$ cat config.mk
export PLATFORM = sky130hd
export DESIGN_NAME = branch_imm_encoder
export DESIGN_NICKNAME = d
export VERILOG_FILES = /design/src/rtl/branch_imm_encoder.sv
export SDC_FILE = /design/constraint.sdc
export NUM_CORES = 1
export LEC_CHECK = 0
export ABC_AREA = 1
export CORE_MARGIN = 1.5
export CORE_UTILIZATION = 45
export CTS_CLUSTER_DIAMETER = 200
export CTS_CLUSTER_SIZE = 25
export DETAILED_ROUTE_END_ITERATION = 8
export HOLD_SLACK_MARGIN = 0.06
export PLACE_DENSITY = 0.67
export SLEW_MARGIN = 40
export SYNTH_ARGS = -nofsm -noshare
export SYNTH_HDL_FRONTEND = slang
export SYNTH_SLANG_ARGS = --single-unit
$ cat constraint.sdc
create_clock -name clock -period 2.61 [get_ports clock]
set_input_delay 0.783 -clock clock [delete_from_list [all_inputs] [get_ports clock]]
set_output_delay 0.783 -clock clock [all_outputs]
set_load 0.005 [all_outputs]
$ cat src/rtl/branch_imm_encoder.sv
// RV32I B-type instruction encoder: branch request in, packed instruction out.
// Three-state compute FSM feeding a small output FIFO with error tagging.
module branch_imm_encoder #(
    parameter logic [6:0] OPCODE    = 7'b1100011,
    parameter int         OUT_DEPTH = 2
) (
    input  logic        clock,
    input  logic        reset,
    input  logic        in_valid,
    output logic        in_ready,
    input  logic [31:0] in_pc,
    input  logic [31:0] in_target,
    input  logic [2:0]  in_funct3,
    input  logic [4:0]  in_rs1,
    input  logic [4:0]  in_rs2,
    output logic        out_valid,
    input  logic        out_ready,
    output logic [31:0] out_instr,
    output logic        out_error,
    output logic [7:0]  err_count
);

    localparam int PW = (OUT_DEPTH > 1) ? $clog2(OUT_DEPTH) : 1;
    localparam int CW = $clog2(OUT_DEPTH + 1);
    localparam logic [31:0] NOP = 32'h00000013;

    typedef enum logic [1:0] {
        IDLE,
        CALC,
        PACK
    } state_t;

    typedef struct packed {
        logic        err;
        logic [31:0] instr;
    } ent_t;

    state_t state;
    state_t state_nx;

    logic [31:0] pc_q;
    logic [31:0] tgt_q;
    logic [31:0] off_q;
    logic [2:0]  f3_q;
    logic [4:0]  rs1_q;
    logic [4:0]  rs2_q;

    ent_t          mem [OUT_DEPTH];
    logic [PW-1:0] rd_ptr;
    logic [PW-1:0] wr_ptr;
    logic [CW-1:0] count;

    logic full;
    logic empty;
    logic push;
    logic pop;
    logic accept;
    logic bad_align;
    logic bad_range;
    logic bad_f3;
    logic bad;
    ent_t pk;

    function automatic logic [PW-1:0] nxt(input logic [PW-1:0] p);
        return (p == PW'(OUT_DEPTH - 1)) ? '0 : p + 1'b1;
    endfunction

    assign empty  = (count == '0);
    assign full   = (count == CW'(OUT_DEPTH));
    assign pop    = !empty && out_ready;
    assign accept = in_valid && in_ready;

    always_comb begin
        state_nx = state;
        in_ready = 1'b0;
        push     = 1'b0;
        unique case (state)
            IDLE: begin
                in_ready = reset;
                if (in_valid && reset) state_nx = CALC;
            end
            CALC: state_nx = PACK;
            PACK: begin
                // A same-cycle pop frees a slot even when the FIFO is full.
                if (!full || pop) begin
                    push     = 1'b1;
                    state_nx = IDLE;
                end
            end
            default: state_nx = IDLE;
        endcase
    end

    assign bad_align = off_q[0];
    assign bad_range = (off_q[31:12] != {20{off_q[12]}});
    assign bad_f3    = (f3_q[2:1] == 2'b01);
    assign bad       = bad_align || bad_range || bad_f3;

    always_comb begin
        pk.err   = bad;
        pk.instr = NOP;
        if (!bad) begin
            pk.instr = {off_q[12], off_q[10:5], rs2_q, rs1_q,
                        f3_q, off_q[4:1], off_q[11], OPCODE};
        end
    end

    always_ff @(posedge clock or negedge reset) begin
        if (!reset) begin
            state <= IDLE;
        end else begin
            state <= state_nx;
        end
    end

    always_ff @(posedge clock or negedge reset) begin
        if (!reset) begin
            pc_q  <= '0;
            tgt_q <= '0;
            off_q <= '0;
            f3_q  <= '0;
            rs1_q <= '0;
            rs2_q <= '0;
        end else begin
            if (accept) begin
                pc_q  <= in_pc;
                tgt_q <= in_target;
                f3_q  <= in_funct3;
                rs1_q <= in_rs1;
                rs2_q <= in_rs2;
            end
            if (state == CALC) off_q <= tgt_q - pc_q;
        end
    end

    always_ff @(posedge clock or negedge reset) begin
        if (!reset) begin
            err_count <= '0;
        end else if (push && bad && (err_count != 8'hFF)) begin
            err_count <= err_count + 8'd1;
        end
    end

    always_ff @(posedge clock or negedge reset) begin
        if (!reset) begin
            rd_ptr <= '0;
            wr_ptr <= '0;
            count  <= '0;
            for (int i = 0; i < OUT_DEPTH; i++) mem[i] <= '0;
        end else begin
            if (push) begin
                mem[wr_ptr] <= pk;
                wr_ptr      <= nxt(wr_ptr);
            end
            if (pop) rd_ptr <= nxt(rd_ptr);
            unique case ({push, pop})
                2'b10:   count <= count + 1'b1;
                2'b01:   count <= count - 1'b1;
                default: count <= count;
            endcase
        end
    end

    assign out_valid = !empty;
    assign out_instr = empty ? '0 : mem[rd_ptr].instr;
    assign out_error = empty ? 1'b0 : mem[rd_ptr].err;

endmodule
Word level (Yosys, flattened, before mapping):

Cells that the tools add are included.

* latch bits: 0
* output and inout port bits: 43
* ROM bits: 0
* memory bits (writable): 0
* memories kept: 0
* input bits: 81
* word-level logic and storage cells: 69
* register bits after elaboration: 189

* bitwise operators: 2
* reductions and logical operators: 15
* $add $sub $neg: 6
* order comparisons: 3
* multiply operators: 0
* div/mod/pow operators: 0
* multiplexer cells: 18
* equal/unequal tests: 10
* shift-type cells: 0

Operators with widths (count)
* 33-bit 2-to-1 mux: 4
* 66-bit bitwise mux: 1
* 32-bit 2-to-1 mux: 2
* 33-bit demux with 1-bit select: 1
* 32-bit subtractor: 1
* 19-bit != test: 1
* 8-bit by 1-bit adder with 8-bit output, second input constant: 1
* 8-bit != test, second input constant: 1
* 2-bit by 1-bit == test with 1-bit output, second input constant: 3
* 2-bit == test, second input constant: 3
* 1-bit logical AND: 6
* 1-bit 2-to-1 mux: 6
* 2-bit case mux with 3 select lines: 1
* 2-bit greater-or-equal comparator, second input constant: 2
* 2-bit zero test: 2
* 2-bit 2-to-1 mux: 2
* 2-bit != test, second input constant: 2
* 1-bit inverter with 2-bit output: 2
* 2-bit case mux with 2 select lines: 1
* 1-bit logical OR: 3
* 1-bit adder, second input constant: 2
* 2-bit by 1-bit adder with 2-bit output, second input constant: 1
* 1-bit zero test: 2
* 2-bit by 1-bit less-than comparator with 1-bit output, second input constant: 1
* other kinds (3): 3

Longest topological paths before layout:

Gate-level depths: netlist of run 1.

* depth in word-level cells: 8
* mapped depth: 15

Worst setup path after synthesis of run 1:

Ideal clock, no wire load.

* path kind: register to output
* start: register rd_ptr
* end: output port out_instr[1]
* buffers on the path: 3
* stages on the path, launching flop included: 5
* arrival time: 1154 ps
* path slack: 673 ps
* path through: dfrtp_1 clkbuf_1 clkbuf_1 a21oi_1 buf_4

* cells in the longest elaborated chain, start to end: 5

Ends and longest elaborated chain
* start, declared: line 49 `logic [PW-1:0] rd_ptr;`
* start signal, assigned: line 155 `if (pop) rd_ptr <= nxt(rd_ptr);`
* 1-bit inverter with 2-bit output (implied by the code): line 165 `assign out_instr = empty ? '0 : mem[rd_ptr].instr;`
* 33-bit 2-to-1 mux (3 in series)
* 32-bit 2-to-1 mux: line 165
* end, declared: line 18 `output logic [31:0] out_instr,`

No other way between the ends. The select of a mux whose other input is x is not followed.

Worst setup path after layout of run 1:

* start: register count[1]
* end: output port out_valid

* cells in the longest elaborated chain, start to end: 2

Ends and longest elaborated chain
* start, declared: line 51 `logic [CW-1:0] count;`
* start signal, assigned: line 157 `2'b10: count <= count + 1'b1;`
* start signal, assigned: line 158 `2'b01: count <= count - 1'b1;`
* start signal, assigned: line 159 `default: count <= count;`
* 2-bit zero test: line 68 `assign empty = (count == '0);`
* 1-bit zero test: line 164 `assign out_valid = !empty;`
* end, declared: line 16 `output logic out_valid,`

No other way between the ends.

==> reports/metrics.yaml, run 1 <==
status: "complete, no violations"
hold_viol_final: 0
max-clock-path-buffers: 2
drtPass1Iterations: 5
n_fill_cell: 2136
synthFlopType: "dfrtp_1"
cts_root_buffer: "clkbuf_16"
max_freq_mhz: 391
fp.dieH_um: 154
pwr-share-clk_pct: 21.7
fin_ws_ns: 0.0522
fin_crit_sh_pct: 98.0
cts_tree: "yes"
die_x_um: 154
r2r_slack_ns: 0.37
synth_warnings: 0
crit_path_end_kind: "output port"
drtIter0Drc: 505
r2r-end: "off_q[20]"
fin_area_mm2: 0.0124
tightestPinTransition_ns: 0.623
yosys_register_bits: 179
initial_core_util_pct: 46.3
vias: 8736
maxCapViolations: 0
syn_to_final_growth_pct: 20.9
cp_data_arrival_time_ns: 1.77
finClkSkew_ns: 0.0131
clkSinkCount: 179
slew_headroom_pct: 58.4
ys_async_sr_fraction_pct: 100
p_comb_share_pct: 44.8
core_area_mm2: 0.0221
dieArea_mm2: 0.0237
r2r_start: "pc_q[0]"
worst_hold_slack_ns: 0.471
dp_slack_ns: 0.225
grt_use_total_pct: 20.9
fin_crit_ns: 2.56
place_area_mm2: 0.0118
place.gp.congestion: 0.898
p_int_w: 0.00717
syn_area_mm2: 0.0102
drt_wl_total_um: 23100
io_buffer_count: 121
swShare_pct: 39.4
path_class: "flop to output port"
ys_seq_area_share_pct: 43.8
crit_fanout: 14
antenna_left: 0
powerDensity_mw_per_mm2: 956
antenna_cells: 0
syn-mean-instance-area_um2: 7.28
rsz0062_at_grt: "false"
hp-class: "input port to async pin"
r2r_cells: 12
dp_hpwl_um: 16600
power_switching_w: 0.00465
antenna_found_initial: 0
ys_types: 38
clk_latency_ns: 0.43
drive_gt1_share_pct: 8.03
gr-total-overflow: 0
io-pin-count: 124
finalSetupTns_ns: 0
h-tree-depth: 4
slew_viol_final: 0
grt_pass1_wl_um: 40100
wl_per_cell_um: 12.7
holdBufCountCts: 0
numCtsBuffers: 17
row_count: 54
grt_pass1_vias: 8418
syn_inst: 1406
nets: 1634
max-vdd-ir-drop_v: 0.000501
start_kind: "flop"
vias_per_cell: 4.82
leakage_nw: 6.57
crit_required_ns: 1.83
synth_edf_count: 0
drc: 0
setup_viol: 0
path_clk_slew_ns: 0.07
seq_power_share_pct: 33.5
final_core_util_pct: 56.0
grt_max_degree: 106
==> cell type report <==
class,instances,area [um2],share of cell area [%]
clock buffers,19,433,3.50
inverters,225,846,6.84
well taps,280,350,2.83
repair buffers,142,1480,12.0
multi-input cells,954,4630,37.5
clock inverters,13,144,1.16
flip-flops and latches,179,4480,36.2
==> timing repair <==
item	4_1_cts	5_1_grt
gates cloned	1	0
buffers inserted	2	1
endpoints found under the setup margin	31	11
gates resized for setup	33	3
hold endpoints to repair	0	0
pin swaps	0	0
==> registers in the layout, indices dropped and copies added, names as in the netlist, 2 cells and up <==
signal,flops
tgt_q,32
state,2
pc_q,32
rs2_q,5
err_count,8
count,2
off_q,32
mem,56
rs1_q,5
f3_q,3
==> Yosys cell counts (8+ instances only) <==
| cell type | number | area (um2) |
|---|---|---|
| buf_2 | 10 | 50.1 |
| clkbuf_1 | 23 | 86.3 |
| dfrtp_1 | 179 | 4480 |
| buf_4 | 13 | 97.6 |
| nand2_1 | 549 | 2060 |
| ha_1 | 33 | 413 |
| nand3_1 | 57 | 285 |
| or2_2 | 12 | 75.1 |
| nor2_4 | 20 | 225 |
| nand4_1 | 14 | 87.6 |
| o21ai_2 | 20 | 175 |
| nor2_1 | 55 | 206 |
| inv_1 | 220 | 826 |
| o21ai_0 | 95 | 475 |
| xor2_1 | 8 | 70.1 |
| a21oi_1 | 52 | 260 |
==> stage by stage <==
| stage | total power (W) | instances |
|---|---|---|
| 3_5_place_dp | 0.00942 | 1776 |
| 4_1_cts | 0.0119 | 1811 |
| 2_1_floorplan | 0.00750 | 1407 |
| 5_1_grt | 0.0129 | 1812 |
| 6_report | 0.0118 | 1812 |
| 3_3_place_gp | 0.00928 | 1774 |
==> how the worst max path moves through the flow <==
stage | endpoint | slack [ns] | start
global placement | in_ready | 0.23 | reset
global route | out_instr[9] | 0.0004 | count[1]
floorplan | out_instr[1] | 0.67 | rd_ptr
detailed placement | in_ready | 0.22 | reset
finish | out_valid | 0.05 | count[1]
CTS | out_valid | 0.0009 | count[1]
==> critical path: stages (launching register included) <==
cell and delay (ns):
dfrtp_1 0.38, nor2_2 0.14, inv_2 0.08, bufbuf_16 0.29, clkdlybuf4s50_1 0.46
==> cells by family (layout without fill, tap and decap cells) <==
kind of cell	after synthesis	after routing	synth area share [%]
DFF	179	179	43.8
other	1	2	0.0366
and+or+nand+nor	726	726	30.1
adders and majority gates	34	34	4.23
AOI/OAI and AO/OA	181	181	9.84
xor gates and xnor gates	11	11	0.942
buffers and inverters	274	399	11.0
==> layout by cell type (no fill, tap or decap), types with 5 or more instances in the layout <==
master           instances
dfrtp_1                179
clkbuf_16               17
or2_2                   12
xor2_1                   8
ha_1                    33
dlygate4sd2_1           30
nand2_1                549
o21ai_1                  5
nor3_1                   7
nor2_4                  20
inv_2                    5
nand4_1                 14
o21ai_2                 20
o21ai_0                 95
nor2_1                  52
nand3_1                 57
inv_6                    6
a21oi_1                 52
buf_4                   10
clkdlybuf4s50_1         89
inv_1                  219
buf_12                   7
==> power by group through the flow <==
| stage | sequential (W) | clock [W] | combinational [W] |
|---|---|---|---|
| after floorplan | 0.00392 | 0 | 0.00358 |
| after global placement | 0.00399 | 0 | 0.00529 |
| after detailed placement | 0.00402 | 0 | 0.00540 |
| after CTS | 0.00396 | 0.00261 | 0.00531 |
| after global routing | 0.00407 | 0.00272 | 0.00607 |
| final | 0.00396 | 0.00256 | 0.00529 |
==> routing by layer <==
layer	GRT usage [%]	routed length, um	vias up
met5	0	0	-
met1	27.8	10900	3988
met4	7.26	455	0
met2	35.1	10900	184
li1	-	-	4533
met3	2.59	841	31
Note: power is estimated with default switching activity, not from simulation.
==> run 2: changes to the inputs <==
--- a/config.mk
+++ b/config.mk
@@ -8,7 +8,6 @@
 export ABC_AREA = 1
 export CORE_MARGIN = 1.5
 export CORE_UTILIZATION = 45
-export CTS_CLUSTER_DIAMETER = 200
 export CTS_CLUSTER_SIZE = 25
 export DETAILED_ROUTE_END_ITERATION = 8
 export HOLD_SLACK_MARGIN = 0.06
==> results of run 2 <==
Same layout as run 1: the final DEF is identical, and so are final timing and power.
==> run 3: changes to the inputs <==
--- a/config.mk
+++ b/config.mk
@@ -12,6 +12,7 @@
 export DETAILED_ROUTE_END_ITERATION = 8
 export HOLD_SLACK_MARGIN = 0.06
 export PLACE_DENSITY = 0.67
+export REMOVE_ABC_BUFFERS = 1
 export SLEW_MARGIN = 40
 export SYNTH_ARGS = -nofsm -noshare
 export SYNTH_HDL_FRONTEND = slang
==> run 3 against run 2 <==
Net effect:
- register-to-register slack gained 0.06 ns
- first-iteration DRC count is 7.7% lower
- fmax increased by 0.98%
- count of clock-buffer cells in the layout is 2 lower
- critical endpoint unchanged
- combinational power hardly changed
- setup slack improved by 0.025 ns
- non-clock buffer count did not move
- routed wire length down 0.15%
- sequential power about the same
==> reports/metrics.yaml, run 3 (synthesis results as in run 1) <==
status: "complete, no violations"
drtIter0Drc: 466
hold_viol_final: 0
slew_viol_final: 0
cp_cell_sequence: "nor2_2, inv_2, buf_12, buf_16, clkdlybuf4s50_1"
io-pin-count: 124
fin_ws_ns: 0.0769
vias: 8632
dp_slack_ns: 0.247
crit_fanout: 14
drt_wl_total_um: 23000
powerDensity_mw_per_mm2: 960
maxCapViolations: 0
cp_data_arrival_time_ns: 1.75
fin_crit_ns: 2.53
grt_use_total_pct: 20.7
cts_tree: "yes"
crit_required_ns: 1.83
grt_pass1_wl_um: 40100
vias_per_cell: 4.76
syn_to_final_growth_pct: 20.9
grt_pass1_vias: 8377
grt_max_degree: 97
final_common_cell: "nand2_1"
row_count: 54
hp-class: "input port to async pin"
rsz0062_at_grt: "false"
numCtsBuffers: 17
path_clk_slew_ns: 0.07
path_class: "flop to output port"
slew_headroom_pct: 55.8
antenna_found_initial: 0
fin_crit_sh_pct: 97.1
max_freq_mhz: 395
largest_reg_flops: 56
core_area_mm2: 0.0221
drtPass1Iterations: 5
initial_core_util_pct: 46.3
drive_gt1_share_pct: 8.09
gr-total-overflow: 0
regMostFlops: "mem"
leakage_nw: 6.56
max-clock-path-buffers: 2
fp.dieH_um: 154
finClkSkew_ns: 0.00889
clk_latency_ns: 0.43
h-tree-depth: 4
cts_root_buffer: "clkbuf_16"
place.gp.congestion: 0.903
antenna_cells: 0
dp_hpwl_um: 16600
setup_viol: 0
max-vdd-ir-drop_v: 0.000521
clkSinkCount: 179
nets: 1634
drc: 0
tightestPinTransition_ns: 0.662
wl_per_cell_um: 12.7
antenna_left: 0
critPathSlowestCell: "clkdlybuf4s50_1"
die_x_um: 154
io_buffer_count: 121
start_kind: "flop"
worst_hold_slack_ns: 0.241
dieArea_mm2: 0.0237
crit_path_end_kind: "output port"
final_cell_mix: "nand2_1, inv_1, dfrtp_1, o21ai_0, clkdlybuf4s50_1"
slowest_delay_ns: 0.44
## run 3: final timing paths
check                      cells after the start  slack [ns]            to      from
min in group clock                             2        0.47        mem[1]    mem[1]
hold reg to reg                                2        0.47        mem[1]    mem[1]
hold / removal                                 2        0.24  err_count[3]     reset
max in group asynchronous                      4        1.62       mem[48]     reset
setup reg to reg                              12        0.43     off_q[28]   pc_q[0]
setup / recovery                               5        0.08     out_valid  count[1]
## run 3: where the power goes
group | total, W | internal (W) | switching [W]
sequential | 0.00396 | 0.00358 | 0.000384
combinational | 0.00532 | 0.00217 | 0.00314
clock | 0.00259 | 0.00136 | 0.00123
total | 0.0119 | 0.00711 | 0.00476
## run 3: per-stage QoR
step | cells | utilization (%) | power [W] | cell area [um2] | TNS (ns)
2_1_floorplan | 1358 | - | 0.00737 | 9950 | -14.43
3_3_place_gp | 1774 | 53.0 | 0.00929 | 11700 | 0
3_5_place_dp | 1774 | 53.0 | 0.00942 | 11700 | 0
4_1_cts | 1811 | 55.8 | 0.0119 | 12300 | 0
5_1_grt | 1812 | 56.0 | 0.0129 | 12400 | 0
6_report | 1812 | 56.0 | 0.0119 | 12400 | 0
## run 3: worst max-delay path, delay by kind of cell, from the launching register on
kind,cells,cell delay [ns]
and+or+nand+nor,1,0.14
DFF,1,0.39
buffers and inverters,4,0.79
## run 3: per-layer routing
layer / up-vias / wire, um / global-route usage, %
met4: 0 / 364 / 5.50
li1: 4534 / - / -
met3: 24 / 790 / 2.79
met2: 184 / 10200 / 33.1
met1: 3890 / 11700 / 29.4
met5: - / 0 / 0
## run 3: layout make-up
class | count | area (um2)
Fill cell | 2133 | 9730
Multi-Input combinational cell | 954 | 4630
Sequential cell | 179 | 4480
Timing Repair Buffer | 142 | 1470
Inverter | 225 | 846
Clock buffer | 17 | 425
Tap cell | 280 | 350
Clock inverter | 15 | 166
## run 3: what timing repair did
action,CTS,global route
gates resized for setup,34,4
buffers inserted,4,0
gates cloned,1,0
endpoints found under the setup margin,31,4
hold buffers,0,0
pin swaps,0,0
